## config.mk

```make
export PLATFORM = sky130hd
export DESIGN_NAME = apb_master_bridge_flat
export DESIGN_NICKNAME = d
export VERILOG_FILES = /design/src/rtl/apb_master_bridge_if.sv /design/src/rtl/apb_master_bridge.sv /design/src/flat_wrapper.sv
export SDC_FILE = /design/constraint.sdc
export NUM_CORES = 1
export LEC_CHECK = 0
export ABC_CLOCK_PERIOD_IN_PS = 1700
export CAP_MARGIN = 15
export CORE_UTILIZATION = 37
export CTS_CLUSTER_SIZE = 25
export DETAILED_ROUTE_END_ITERATION = 16
export GPL_TIMING_DRIVEN = 0
export PLACE_DENSITY_LB_ADDON = 0.25
export SETUP_SLACK_MARGIN = 0.02
export SLEW_MARGIN = 5
export SYNTH_ARGS = -nofsm -noshare
export SYNTH_HDL_FRONTEND = slang
export SYNTH_SLANG_ARGS = --single-unit
```

## constraint.sdc

```tcl
create_clock -name pclk -period 1.7 [get_ports pclk]
set_input_delay 0.34 -clock pclk [delete_from_list [all_inputs] [get_ports pclk]]
set_output_delay 0.34 -clock pclk [all_outputs]
set_load 0.005 [all_outputs]
```

## src/rtl/apb_master_bridge_if.sv

```systemverilog
// Bundle of the requester-side command/response handshake and the APB bus.
//   master : view used by the bridge (drives cmd_ready, rsp_*, psel/penable/paddr/...)
//   slave  : view used by the surrounding system (drives cmd_*, rsp_ready, pready/prdata/pslverr)
// Command : cmd_valid/cmd_ready handshake carrying write, addr, wdata, strb.
// Response: rsp_valid/rsp_ready handshake carrying rdata, err, tout.
// APB     : psel (one-hot, NSLV wide), penable, pwrite, paddr, pwdata, pstrb, pready,
//           prdata, pslverr.
interface apb_master_bridge_if #(
  parameter int unsigned ADDR_W = 32,
  parameter int unsigned DATA_W = 32,
  parameter int unsigned NSLV   = 4
);
  localparam int unsigned STRB_W = DATA_W / 8;

  // Command channel
  logic              cmd_valid;
  logic              cmd_ready;
  logic              cmd_write;
  logic [ADDR_W-1:0] cmd_addr;
  logic [DATA_W-1:0] cmd_wdata;
  logic [STRB_W-1:0] cmd_strb;

  // Response channel
  logic              rsp_valid;
  logic              rsp_ready;
  logic [DATA_W-1:0] rsp_rdata;
  logic              rsp_err;
  logic              rsp_tout;

  // APB
  logic [NSLV-1:0]   psel;
  logic              penable;
  logic              pwrite;
  logic [ADDR_W-1:0] paddr;
  logic [DATA_W-1:0] pwdata;
  logic [STRB_W-1:0] pstrb;
  logic              pready;
  logic [DATA_W-1:0] prdata;
  logic              pslverr;

  modport master (
    input  cmd_valid, cmd_write, cmd_addr, cmd_wdata, cmd_strb,
    output cmd_ready,
    output rsp_valid, rsp_rdata, rsp_err, rsp_tout,
    input  rsp_ready,
    output psel, penable, pwrite, paddr, pwdata, pstrb,
    input  pready, prdata, pslverr
  );

  modport slave (
    output cmd_valid, cmd_write, cmd_addr, cmd_wdata, cmd_strb,
    input  cmd_ready,
    input  rsp_valid, rsp_rdata, rsp_err, rsp_tout,
    output rsp_ready,
    input  psel, penable, pwrite, paddr, pwdata, pstrb,
    output pready, prdata, pslverr
  );
endinterface

```

## src/rtl/apb_master_bridge.sv

```systemverilog
// APB4 master bridge: turns one valid/ready command into an APB SETUP/ACCESS transfer to one
// of NSLV slaves, selected by paddr[SLV_LSB +: SW], and returns a held response.
// Ports:
//   pclk   : APB clock, rising edge
//   prst_n : asynchronous active-low reset
//   bus    : apb_master_bridge_if.master (command, response and APB signals)
// Out-of-range slave index gives an immediate decode-error response with no APB activity.
// An ACCESS phase waiting TIMEOUT cycles for pready is aborted with err=1, tout=1.
module apb_master_bridge #(
  parameter int unsigned ADDR_W  = 32,
  parameter int unsigned DATA_W  = 32,
  parameter int unsigned NSLV    = 4,
  parameter int unsigned SLV_LSB = 12,
  parameter int unsigned TIMEOUT = 16
) (
  input logic                  pclk,
  input logic                  prst_n,
  apb_master_bridge_if.master  bus
);

  localparam int unsigned STRB_W = DATA_W / 8;
  localparam int unsigned SW     = (NSLV > 1) ? $clog2(NSLV) : 1;
  localparam int unsigned TW     = $clog2(TIMEOUT);
  localparam logic [SW:0]   NslvW     = (SW + 1)'(NSLV);
  localparam logic [TW-1:0] TimerLast = TW'(TIMEOUT - 1);

  typedef enum logic [1:0] {
    StIdle,
    StSetup,
    StAccess,
    StResp
  } state_e;

  state_e            state_q, state_d;
  logic [SW-1:0]     idx_q, idx_d;
  logic [TW-1:0]     timer_q, timer_d;
  logic              pwrite_q, pwrite_d;
  logic [ADDR_W-1:0] paddr_q, paddr_d;
  logic [DATA_W-1:0] pwdata_q, pwdata_d;
  logic [STRB_W-1:0] pstrb_q, pstrb_d;
  logic [DATA_W-1:0] rsp_rdata_q, rsp_rdata_d;
  logic              rsp_err_q, rsp_err_d;
  logic              rsp_tout_q, rsp_tout_d;

  logic [SW-1:0]     cmd_idx;
  logic              cmd_idx_ok;
  logic [NSLV-1:0]   psel_c;

  assign cmd_idx    = bus.cmd_addr[SLV_LSB +: SW];
  assign cmd_idx_ok = ({1'b0, cmd_idx} < NslvW);

  // Next-state and response capture
  always_comb begin
    state_d     = state_q;
    idx_d       = idx_q;
    timer_d     = timer_q;
    pwrite_d    = pwrite_q;
    paddr_d     = paddr_q;
    pwdata_d    = pwdata_q;
    pstrb_d     = pstrb_q;
    rsp_rdata_d = rsp_rdata_q;
    rsp_err_d   = rsp_err_q;
    rsp_tout_d  = rsp_tout_q;

    unique case (state_q)
      StIdle: begin
        if (bus.cmd_valid) begin
          pwrite_d    = bus.cmd_write;
          paddr_d     = bus.cmd_addr;
          pwdata_d    = bus.cmd_wdata;
          pstrb_d     = bus.cmd_write ? bus.cmd_strb : '0;
          idx_d       = cmd_idx;
          timer_d     = '0;
          rsp_rdata_d = '0;
          rsp_tout_d  = 1'b0;
          if (cmd_idx_ok) begin
            rsp_err_d = 1'b0;
            state_d   = StSetup;
          end else begin
            // Decode error: respond directly, the APB bus stays idle.
            rsp_err_d = 1'b1;
            state_d   = StResp;
          end
        end
      end

      StSetup: begin
        state_d = StAccess;
      end

      StAccess: begin
        if (bus.pready) begin
          rsp_rdata_d = bus.pwrite ? '0 : bus.prdata;
          rsp_err_d   = bus.pslverr;
          rsp_tout_d  = 1'b0;
          timer_d     = '0;
          state_d     = StResp;
        end else if (timer_q == TimerLast) begin
          rsp_rdata_d = '0;
          rsp_err_d   = 1'b1;
          rsp_tout_d  = 1'b1;
          timer_d     = '0;
          state_d     = StResp;
        end else begin
          timer_d = timer_q + 1'b1;
        end
      end

      StResp: begin
        timer_d = '0;
        if (bus.rsp_ready) begin
          state_d = StIdle;
        end
      end

      default: begin
        state_d = StIdle;
      end
    endcase
  end

  always_ff @(posedge pclk or negedge prst_n) begin
    if (!prst_n) begin
      state_q     <= StIdle;
      idx_q       <= '0;
      timer_q     <= '0;
      pwrite_q    <= 1'b0;
      paddr_q     <= '0;
      pwdata_q    <= '0;
      pstrb_q     <= '0;
      rsp_rdata_q <= '0;
      rsp_err_q   <= 1'b0;
      rsp_tout_q  <= 1'b0;
    end else begin
      state_q     <= state_d;
      idx_q       <= idx_d;
      timer_q     <= timer_d;
      pwrite_q    <= pwrite_d;
      paddr_q     <= paddr_d;
      pwdata_q    <= pwdata_d;
      pstrb_q     <= pstrb_d;
      rsp_rdata_q <= rsp_rdata_d;
      rsp_err_q   <= rsp_err_d;
      rsp_tout_q  <= rsp_tout_d;
    end
  end

  // psel/penable decode straight from the state register so that reset drops them at once.
  always_comb begin
    psel_c = '0;
    if (state_q == StSetup || state_q == StAccess) begin
      psel_c[idx_q] = 1'b1;
    end
  end

  assign bus.psel      = psel_c;
  assign bus.penable   = (state_q == StAccess);
  assign bus.pwrite    = pwrite_q;
  assign bus.paddr     = paddr_q;
  assign bus.pwdata    = pwdata_q;
  assign bus.pstrb     = pstrb_q;
  assign bus.cmd_ready = (state_q == StIdle);
  assign bus.rsp_valid = (state_q == StResp);
  assign bus.rsp_rdata = rsp_rdata_q;
  assign bus.rsp_err   = rsp_err_q;
  assign bus.rsp_tout  = rsp_tout_q;

endmodule

```

## src/flat_wrapper.sv

```systemverilog
// flat-port wrapper written by rule: the top's interface ports become plain ports
module apb_master_bridge_flat 
#(
  parameter int unsigned ADDR_W  = 32,
  parameter int unsigned DATA_W  = 32,
  parameter int unsigned NSLV    = 4,
  parameter int unsigned SLV_LSB = 12,
  parameter int unsigned TIMEOUT = 16
)
  (pclk, prst_n, bus_cmd_valid, bus_cmd_write, bus_cmd_addr, bus_cmd_wdata, bus_cmd_strb, bus_cmd_ready, bus_rsp_valid, bus_rsp_rdata, bus_rsp_err, bus_rsp_tout, bus_rsp_ready, bus_psel, bus_penable, bus_pwrite, bus_paddr, bus_pwdata, bus_pstrb, bus_pready, bus_prdata, bus_pslverr);
  apb_master_bridge_if #(.ADDR_W(ADDR_W), .DATA_W(DATA_W), .NSLV(NSLV)) bus_i ();
  input logic pclk;
  input logic prst_n;
  input wire logic [$bits(bus_i.cmd_valid)-1:0] bus_cmd_valid;
  input wire logic [$bits(bus_i.cmd_write)-1:0] bus_cmd_write;
  input wire logic [$bits(bus_i.cmd_addr)-1:0] bus_cmd_addr;
  input wire logic [$bits(bus_i.cmd_wdata)-1:0] bus_cmd_wdata;
  input wire logic [$bits(bus_i.cmd_strb)-1:0] bus_cmd_strb;
  output wire logic [$bits(bus_i.cmd_ready)-1:0] bus_cmd_ready;
  output wire logic [$bits(bus_i.rsp_valid)-1:0] bus_rsp_valid;
  output wire logic [$bits(bus_i.rsp_rdata)-1:0] bus_rsp_rdata;
  output wire logic [$bits(bus_i.rsp_err)-1:0] bus_rsp_err;
  output wire logic [$bits(bus_i.rsp_tout)-1:0] bus_rsp_tout;
  input wire logic [$bits(bus_i.rsp_ready)-1:0] bus_rsp_ready;
  output wire logic [$bits(bus_i.psel)-1:0] bus_psel;
  output wire logic [$bits(bus_i.penable)-1:0] bus_penable;
  output wire logic [$bits(bus_i.pwrite)-1:0] bus_pwrite;
  output wire logic [$bits(bus_i.paddr)-1:0] bus_paddr;
  output wire logic [$bits(bus_i.pwdata)-1:0] bus_pwdata;
  output wire logic [$bits(bus_i.pstrb)-1:0] bus_pstrb;
  input wire logic [$bits(bus_i.pready)-1:0] bus_pready;
  input wire logic [$bits(bus_i.prdata)-1:0] bus_prdata;
  input wire logic [$bits(bus_i.pslverr)-1:0] bus_pslverr;
  assign bus_i.cmd_valid = bus_cmd_valid;
  assign bus_i.cmd_write = bus_cmd_write;
  assign bus_i.cmd_addr = bus_cmd_addr;
  assign bus_i.cmd_wdata = bus_cmd_wdata;
  assign bus_i.cmd_strb = bus_cmd_strb;
  assign bus_cmd_ready = bus_i.cmd_ready;
  assign bus_rsp_valid = bus_i.rsp_valid;
  assign bus_rsp_rdata = bus_i.rsp_rdata;
  assign bus_rsp_err = bus_i.rsp_err;
  assign bus_rsp_tout = bus_i.rsp_tout;
  assign bus_i.rsp_ready = bus_rsp_ready;
  assign bus_psel = bus_i.psel;
  assign bus_penable = bus_i.penable;
  assign bus_pwrite = bus_i.pwrite;
  assign bus_paddr = bus_i.paddr;
  assign bus_pwdata = bus_i.pwdata;
  assign bus_pstrb = bus_i.pstrb;
  assign bus_i.pready = bus_pready;
  assign bus_i.prdata = bus_prdata;
  assign bus_i.pslverr = bus_pslverr;
  apb_master_bridge #(.ADDR_W(ADDR_W), .DATA_W(DATA_W), .NSLV(NSLV), .SLV_LSB(SLV_LSB), .TIMEOUT(TIMEOUT)) u_core (.pclk(pclk), .prst_n(prst_n), .bus(bus_i));
endmodule
```

==> run metrics, run 1 <==
status finished with violations; failing checks setup timing; post-synthesis mux area share 23.93%; num rows 40; Avg WL per Cell 16.20 µm; CTS sink cnt 109; DRC viols 0; Pleak 3.193 nW; post-synthesis simple-gate area fraction 5.803%; dpl cells 706; Setup TNS -0.04784 ns; Global Route Usage Sum 19.31%; clk slew on worst S/H paths 0.07 ns; Setup WS post-layout -0.04478 ns; DRT iter0 DRCs 133; IO buf count 216; GR Util met3 9.125%; Primary FF master, synth dfrtp_1; Antenna Violating Nets Remaining 0; grt total ovfl 0; Worst slew margin 73.18%; # setup viols final 2; n_diodes 0; DR vias 3482; WP data required 1.93 ns; first-pass GRT wire length 18.65 mm; register bit total from synthesis 109; Critical-path top delay cell dfrtp_1; DP HPWL 8.447 mm; Post-synth EDFFs 0; post-synthesis adder-cell area fraction 1.382%; Global Route met1 Usage 21.53%; syn_area_per_cell 13.24 µm²; layout cell share with drive strength beyond 1 22.52%; slowest cell delay on critical path 0.37 ns; drt via density 4.693; post-route clock period utilization 102.6%; largest net degree at the start of global routing 70; RSZ-0062 raised after global routing yes; crit path time final 1.745 ns; Slew @ Worst Pin 0.4023 ns; Clk pwr share 14.8%; TritonCTS clock tree built; Max Cap Viol 0; post-synthesis xor/xnor area fraction 0%; Flop pwr share 33.8%; vias in the first global route 3686; Post-Syn Area 0.004528 mm²; P per Cell Area 1728 mW/mm²; Comb pwr share 51.4%; CP cell instances inv_2 > buf_4 > ha_4 > nor2b_4 > buf_4 > a211oi_4 > mux2_2; area delta synth->final 66.07%; family with the most delay on the worst path flip-flops; Worst Path Buf+Inv 3; leading cell type in the layout, fill and taps excluded clkdlybuf4s50_1; critical path type reg -> reg; Ys Warns 0; Peak Freq 573.1 MHz; Worst setup EP type register; io pins 217; crit path max fanout 5; Synth Instances 342; core area 0.01196 mm²; NetSw 3.818 mW; Internal 9.178 mW; most frequent cells in the layout clkdlybuf4s50_1, dfrtp_1, mux2_2; Initial Utilization 37.86%; Final Power 13.00 mW; GRT Max-Usage Layer met2; Die X 112.6 µm; Synth area leader dfrtp_1; CTS Buf Count 9; placer's final routability congestion estimate 0.7446; ys async rst share 100.0%; r2r setup slk -0.04 ns; Worst Hold Class in -> async; met2 GRT Util 31.73%; Yosys top cell area share 60.24%; Routed WL 12.02 mm; switch share 29.38%; final hold violation count 0; Root Driver clkbuf_16; H-Tree Level Count 3; main combinational cell family by area after synthesis multiplexers; # nets final 702; crit path DAT 1.98 ns; post-layout util 62.87%; worst skew pair latency 0.35 ns; drt pass-1 iters 4; clock skew 0.006456 ns; CTS max path bufs 2; VDD IR max 0.0008294 V; top cells by area, synth dfrtp_1, mux2_2, mux2i_1; Seq/Total Area, Yosys 60.24%; die area 0.01268 mm²; final cell count without fillers 742; most used cell, CP buf_4; Die Ht 112.6 µm; Netlist cell types 28; Slew Limit Fails 0; Compound-Gate Fraction of Synth Area 2.736%; Syn Nets 454; crit path launch type register; initial antenna violation count 0
-- registers in the layout (all words and copies together), names as in the netlist --
signal,count
u_core.bus.pwdata,32
u_core.bus.rsp_rdata,32
u_core.bus.paddr,31
u_core.bus.pstrb,4
u_core.timer_q,4
u_core.state_q,2
u_core.bus.pwrite,1
u_core.bus.rsp_err,1
u_core.bus.rsp_tout,1
u_core.idx_q,1
-- per-layer routing --
layer,routed length (µm),up-vias
li1,-,1630
met3,1400,14
met4,222,0
met1,4569,1679
met5,0,-
met2,5825,159
-- cell families after synthesis --
group	after synthesis
flip-flops	109
multiplexers	100
AND/OR/NAND/NOR	57
buffers and inverters	53
AO/OA/AOI/OAI	18
adder cells (fa/ha/maj)	5
-- worst reg2reg max path: stages (launching register included) --
cell	delay, ns
dfrtp_1	0.37
inv_2	0.06
buf_4	0.14
ha_4	0.18
nor2b_4	0.15
buf_4	0.15
a211oi_4	0.23
mux2_2	0.36
-- metrics by stage --
step	setup WS [ns]	hold WS (ns)	area, µm²
final	-0.04478	0.4669	7520
after detailed placement	-0.3073	0.2817	6908
after floorplan	0.03790	0.04441	4533
after CTS	-0.1045	0.4790	7435
after global placement	-3.876	0.4643	6879
after global routing	-0.09886	0.5059	7520
-- final timing paths --
path,from,end,cells past startpoint
max,u_core.state_q[0],u_core.state_q[1],7
min,prst_n,u_core.bus.rsp_rdata[1],2
max reg2reg,u_core.state_q[0],u_core.state_q[1],7
min reg2reg,u_core.bus.pstrb[1],u_core.bus.pstrb[1],2
max in group asynchronous,prst_n,u_core.idx_q[0],3
min in group pclk,u_core.bus.pstrb[1],u_core.bus.pstrb[1],2
-- power by group through the flow --
| stage | combinational [mW] | clock, mW | sequential [mW] |
|---|---|---|---|
| after floorplan | 2.41 | 0 | 4.44 |
| after global placement | 5.63 | 0 | 4.34 |
| after detailed placement | 5.71 | 0 | 4.42 |
| after CTS | 6.60 | 1.99 | 4.40 |
| after global routing | 7.16 | 2.08 | 4.54 |
| final | 6.68 | 1.92 | 4.40 |
-- cells in the mapped netlist (all sizes together), types with 3 or more instances --
library cell  count
ha                5
buf              14
mux2             66
nor2b             3
dfrtp           109
o31ai             3
o21ai             9
mux2i            34
nand2            43
inv              37
-- area by class of cell --
type                    count  area, µm²
fillers                   941       4442
well taps                 147      183.9
multi-input cells         180       1609
inverters                  37      138.9
plain buffers              14      140.1
flip-flops and latches    109       2729
clock buffers              12      236.5
clock inverters             4      25.02
repair buffers            239       2457
-- repair_timing --
action	CTS	global route
setup buffers	12	5
endpoints found under the hold margin	40	0
cloned	3	2
endpoints found under the setup margin	104	45
hold buffers	1	0
gates resized for setup	36	23
pin swaps	4	2
Note: power is estimated with default switching activity, not from simulation.
==> inputs of run 2 (changes only) <==
==> constraint.sdc (replaced) <==
create_clock -name pclk -period 1.7 [get_ports pclk]
set_input_delay 0.425 -clock pclk [delete_from_list [all_inputs] [get_ports pclk]]
set_output_delay 0.425 -clock pclk [all_outputs]
set_load 0.005 [all_outputs]
==> run 2 against run 1 <==
  * Utilization down 1.3 points
  * Worst hold slack better by 0.0090 ns
  * The flow still finishes with violations (setup timing)
  * Clock skew down 0.00083 ns
  * Global-route usage fell by 0.57 points
  * Highest routed layer unchanged
  * Sequential power decreased by 1%
  * Sequential share of layout area up 0.78 points
  * Largest cell class unchanged
  * Combinational power shrank 13%
==> run metrics, run 2 (synthesized netlist as in run 1, its figures left out) <==
status finished with violations; failing checks setup timing; clock skew 0.005625 ns (-0.0008305 ns); drt via density 4.658 (-0.75%); Initial Utilization 37.86% (unchanged); Avg WL per Cell 15.55 µm (-4.0%); leading cell type in the layout, fill and taps excluded clkdlybuf4s50_1; io pins 217 (unchanged); n_diodes 0 (unchanged); reg2reg start u_core.state_q[1]; IO buf count 216 (unchanged); CTS Buf Count 9 (unchanged); crit path time final 1.774 ns (+0.02902 ns); most frequent cells in the layout clkdlybuf4s50_1, dfrtp_1, mux2_2; Max Cap Viol 0 (unchanged); WHS 0.4759 ns (+0.009044 ns); Pleak 3.464 nW (+8.5%); final hold violation count 0 (unchanged); VDD IR max 0.0008097 V (-2.4%); vias in the first global route 3620 (-1.8%); Setup WS post-layout -0.07380 ns (-0.02902 ns); DP HPWL 8.447 mm (unchanged); Worst slew margin 73.44% (+0.27 points); Slew @ Worst Pin 0.3984 ns (-0.003978 ns); clk slew on worst S/H paths 0.07 ns (about the same); worst skew pair latency 0.35 ns (about the same); Global Route Usage Sum 18.74% (-0.57 points); grt total ovfl 0 (unchanged); Die Ht 112.6 µm (unchanged); Antenna Violating Nets Remaining 0 (unchanged); CTS sink cnt 109 (unchanged); Peak Freq 563.8 MHz (-1.6%); register area 0.002729 mm² (unchanged); multi-input logic area 0.001587 mm² (-1.4%); critical path type reg -> out; crit path max fanout 5 (unchanged); drt pass-1 iters 4 (unchanged); DRT iter0 DRCs 103 (-23%); layout cell share with drive strength beyond 1 21.33% (-1.2 points); Slew Limit Fails 0 (unchanged); RSZ-0062 raised after global routing yes; Critical path origin u_core.state_q[1]; TritonCTS clock tree built; Root Driver clkbuf_16; WP data required 1.27 ns (-0.66 ns); Worst setup EP type primary output; post-layout util 61.55% (-1.3 points); DR vias 3414 (-2.0%); P per Cell Area 1638 mW/mm² (-5.2%); Routed WL 11.40 mm (-5.1%); crit path launch type register; die area 0.01268 mm² (unchanged); Filler Cells Inserted 964 (+2.4%); Worst Hold Class reg -> reg; core area 0.01196 mm² (unchanged); num rows 40 (unchanged); first-pass GRT wire length 18.16 mm (-2.6%); # nets final 693 (-1.3%); CTS max path bufs 2 (unchanged); largest net degree at the start of global routing 70 (unchanged); post-route clock period utilization 104.3% (+1.7 points); initial antenna violation count 0 (unchanged); area delta synth->final 62.59%; Final Power 12.06 mW (-7.2%); placer's final routability congestion estimate 0.7446 (unchanged); H-Tree Level Count 3 (unchanged); hold path start u_core.bus.pstrb[1]; # setup viols final 39 (+37); crit path DAT 1.35 ns (-0.63 ns); DRC viols 0 (unchanged); Die X 112.6 µm (unchanged)
==> run 2: changes by cell type in the layout (fill, tap and decap cells not counted), sizes merged <==
cell,delta
buf,-9
dlymetal6s2s,+30
dlygate4sd2,+7
clkdlybuf4s50,-39
clkdlybuf4s15,+2
==> run 2: final timing paths <==
path	slack (ns)	to	cells after the start
min in group asynchronous	0.55	u_core.bus.rsp_rdata[1]	2
max reg2reg	-0.07	u_core.bus.rsp_rdata[5]	8
max	-0.07	bus_psel[2]	4
min reg2reg	0.48	u_core.bus.pstrb[1]	2
max in group asynchronous	0.46	u_core.idx_q[0]	3
min	0.48	u_core.bus.pstrb[1]	2
==> run 2: worst max-delay path, cell delays in order (launching register included) <==
cell and delay [ns]:
dfrtp_1 0.39, inv_2 0.10, ha_4 0.23, and3b_1 0.17, buf_2 0.12
==> run 2: routing by layer <==
layer / GRT usage (%) / routed length (µm)
met1: 21.19 / 4507
met2: 30.58 / 5444
met3: 8.531 / 1247
met4: 8.000 / 201
met5: 0 / 0
==> run 2: timing repair <==
action,in CTS,in global routing
pin swaps,4,1
setup endpoints to repair,113,78
gates resized for setup,42,38
buffers inserted,7,3
endpoints found under the hold margin,40,0
hold buffers,1,0
==> run 2: area by class of cell <==
class                      count  area share [%]
tap                          147           2.498
timing repair buffer         228           31.63
clock buffer                  12           3.212
inverter                      37           1.886
multi-input combinational    180           21.55
buffer                        16           1.818
clock inverter                 4          0.3399
sequential                   109           37.07
==> run 2: metrics by stage <==
stage	worst slack, ns	cell area (µm²)	std cells	TNS (ns)
finish	-0.07380	7362	733	-1.246
CTS	-0.09078	7247	730	-1.655
global route	-0.1783	7362	733	-5.107
floorplan	0.03790	4533	342	0
global placement	-3.961	6879	705	-464.12
detailed placement	-0.3923	6908	706	-35.26
==> run 2: power breakdown <==
part / switching, mW / internal (mW)
Clock: 0.921 / 0.991
Combinational: 2.06 / 3.74
Sequential: 0.609 / 3.74
==> RTL change (config.mk and constraints of run 2) <==
`DATA_W` is set to 32 in 3 places; all go to 64.
--- a/src/rtl/apb_master_bridge_if.sv
+++ b/src/rtl/apb_master_bridge_if.sv
@@ -7,7 +7,7 @@
 //           prdata, pslverr.
 interface apb_master_bridge_if #(
   parameter int unsigned ADDR_W = 32,
-  parameter int unsigned DATA_W = 32,
+  parameter int unsigned DATA_W = 64,
   parameter int unsigned NSLV   = 4
 );
   localparam int unsigned STRB_W = DATA_W / 8;
--- a/src/rtl/apb_master_bridge.sv
+++ b/src/rtl/apb_master_bridge.sv
@@ -8,7 +8,7 @@
 // An ACCESS phase waiting TIMEOUT cycles for pready is aborted with err=1, tout=1.
 module apb_master_bridge #(
   parameter int unsigned ADDR_W  = 32,
-  parameter int unsigned DATA_W  = 32,
+  parameter int unsigned DATA_W  = 64,
   parameter int unsigned NSLV    = 4,
   parameter int unsigned SLV_LSB = 12,
   parameter int unsigned TIMEOUT = 16
--- a/src/flat_wrapper.sv
+++ b/src/flat_wrapper.sv
@@ -2,7 +2,7 @@
 module apb_master_bridge_flat 
 #(
   parameter int unsigned ADDR_W  = 32,
-  parameter int unsigned DATA_W  = 32,
+  parameter int unsigned DATA_W  = 64,
   parameter int unsigned NSLV    = 4,
   parameter int unsigned SLV_LSB = 12,
   parameter int unsigned TIMEOUT = 16
Interface: changed (6 resized); port bits go from 217 to 353. The function was not compared with the original's and may differ.
==> RTL change against run 2 <==
- the flow finishes with violations (hold timing, setup timing)
- total power up 69%
- routed wire length up 77%
- global-route usage up 1.5 points
- hold slack worse by 0.49 ns
- clock skew up 0.0069 ns
- setup slack worse by 0.12 ns
- first-iteration DRC count up 24%
- sequential cell count up 68
- area after synthesis up 60%
- fmax down 6.3%
- design area up 66%
- sequential power up 58%
- register-to-register slack worse by 0.09 ns
- critical path type unchanged
- largest cell class unchanged
==> RTL change: results <==
metrics = {
    "placed_design": {
        "port_buffers": 351,
        "dp_cells": 1175,
        "dp_hpwl_um": 14440,
        "placed_area_um2": 11120,
        "gp_congestion": 0.7286,
    },
    "setup_path": {
        "ff2ff_path_depth": 10,
        "r2r_slack_ns": -0.16,
        "worstPathArrival_ns": 1.47,
        "crit_family": "flip-flops",
        "timing.rr.end": "u_core.bus.rsp_rdata[59]",
        "cp-endpoint": "bus_psel[0]",
        "slowest_delay_ns": 0.38,
        "crit_start": "u_core.state_q[0]",
    },
    "yosys": {
        "synth_ff_type": "dfrtp_1",
        "synth_xor_area_share_pct": 0,
        "async_flop_share_pct": 100.0,
        "ys_warn_count": 0,
        "synth.distinct_cells": 29,
        "synth_compound_area_share_pct": 1.985,
        "synthAdderAreaFrac_pct": 0.8633,
        "yosys-top-cells-count": "177 x dfrtp_1, 98 x mux2_2, 83 x nand2_1",
        "muxShareOfSynthArea_pct": 24.34,
        "ys_seq_area_share_pct": 61.12,
        "synth_nets": 743,
        "synth_area_leaders": "dfrtp_1 61%, mux2_2 15%, mux2i_1 9.1%",
        "postSynthCellCount": 563,
    },
    "global_route": {
        "grt_pass1_vias": 5937,
        "grt_antenna_before_repair": 0,
        "grt_max_degree": 92,
        "grt_usage_pct": 20.27,
        "grt_pass1_wl_um": 31180,
    },
    "sta": {
        "whs_ns": -0.01380,
        "worst_slack_ns": -0.1927,
        "finalHoldViolCount": 7,
        "worstMarginPinSlew_ns": 0.6841,
        "fin_skew_ns": 0.01256,
        "finalSetupViolCount": 73,
    },
    "clock_tree": {
        "insertion_delay_ns": 0.42,
        "cts_max_level": 4,
        "clockRootBuffer": "clkbuf_16",
        "cts_buffers": 17,
        "path_clk_slew_ns": 0.07,
    },
    "final_layout": {
        "fillerInstances": 1531,
        "n_antenna_cell": 0,
        "drive_gt1_share_pct": 22.52,
    },
    "hold_path": {
        "hp-class": "in2async",
    },
    "power_and_ir_drop": {
        "peakVddDrop_mv": 0.8269,
        "leakagePower_nw": 5.769,
    },
    "routing": {
        "drtIter0Drc": 128,
        "avgViaCountPerCell": 4.482,
        "routedWlPerCell_um": 16.21,
        "drt-total-wl_um": 20200,
    },
    "run_status": {
        "status": "finished with violations",
        "violations": "hold timing, setup timing",
    },
}
[RTL change: layer usage]
metal	global-route usage, %	vias to the layer above	part of all wire (%)
met2	34.64	237	49
li1	-	2668	-
met1	22.12	2651	38
met5	0	-	0
met3	9.152	28	11
met4	7.470	0	2.0
[RTL change: layout make-up]
cell class | count | area [um2] | share of cell area [%]
clock buffer | 18 | 429.2 | 3.521
tap | 260 | 325.3 | 2.669
timing repair buffer | 396 | 3862 | 31.69
multi-input combinational | 288 | 2485 | 20.39
inverter | 69 | 259.0 | 2.125
buffer | 24 | 252.7 | 2.073
clock inverter | 14 | 143.9 | 1.180
sequential | 177 | 4432 | 36.36
[RTL change: kinds of logic after synthesis]
kind of cell    Yosys count
mux                     164
compound gates           22
fa+ha+maj                 5
simple gates             97
flops                   177
buf+inv                  98
[RTL change: what timing repair did]
action                                  in CTS  in global routing
gates resized for setup                    241                 47
endpoints found under the setup margin     326                137
pin swaps                                    4                  2
buffers inserted                            29                  9
gates cloned                                 3                  3
hold buffers                                 0                  0
[RTL change: where the power goes]
part           internal [mW]  total (mW)  switching (mW)
combinational           6.01        9.70            3.70
sequential              6.03        6.86           0.833
clock                   2.08        3.87            1.79
total                   14.1        20.4            6.32
[RTL change: worst register-to-register path: stages (launching register included)]
cell     delay, ns
dfrtp_1       0.41
inv_2         0.10
buf_6         0.11
ha_4          0.15
buf_6         0.10
mux2i_4       0.07
a21oi_4       0.24
buf_12        0.19
buf_12        0.13
buf_12        0.11
mux2i_1       0.19
[RTL change: metrics by stage]
stage | TNS, ns | worst slack (ns)
detailed placement | -58.01 | -0.4712
global route | -11.10 | -0.2871
CTS | -6.102 | -0.1772
floorplan | 0 | 0.03546
global placement | -1373.95 | -7.465
finish | -6.045 | -0.1927
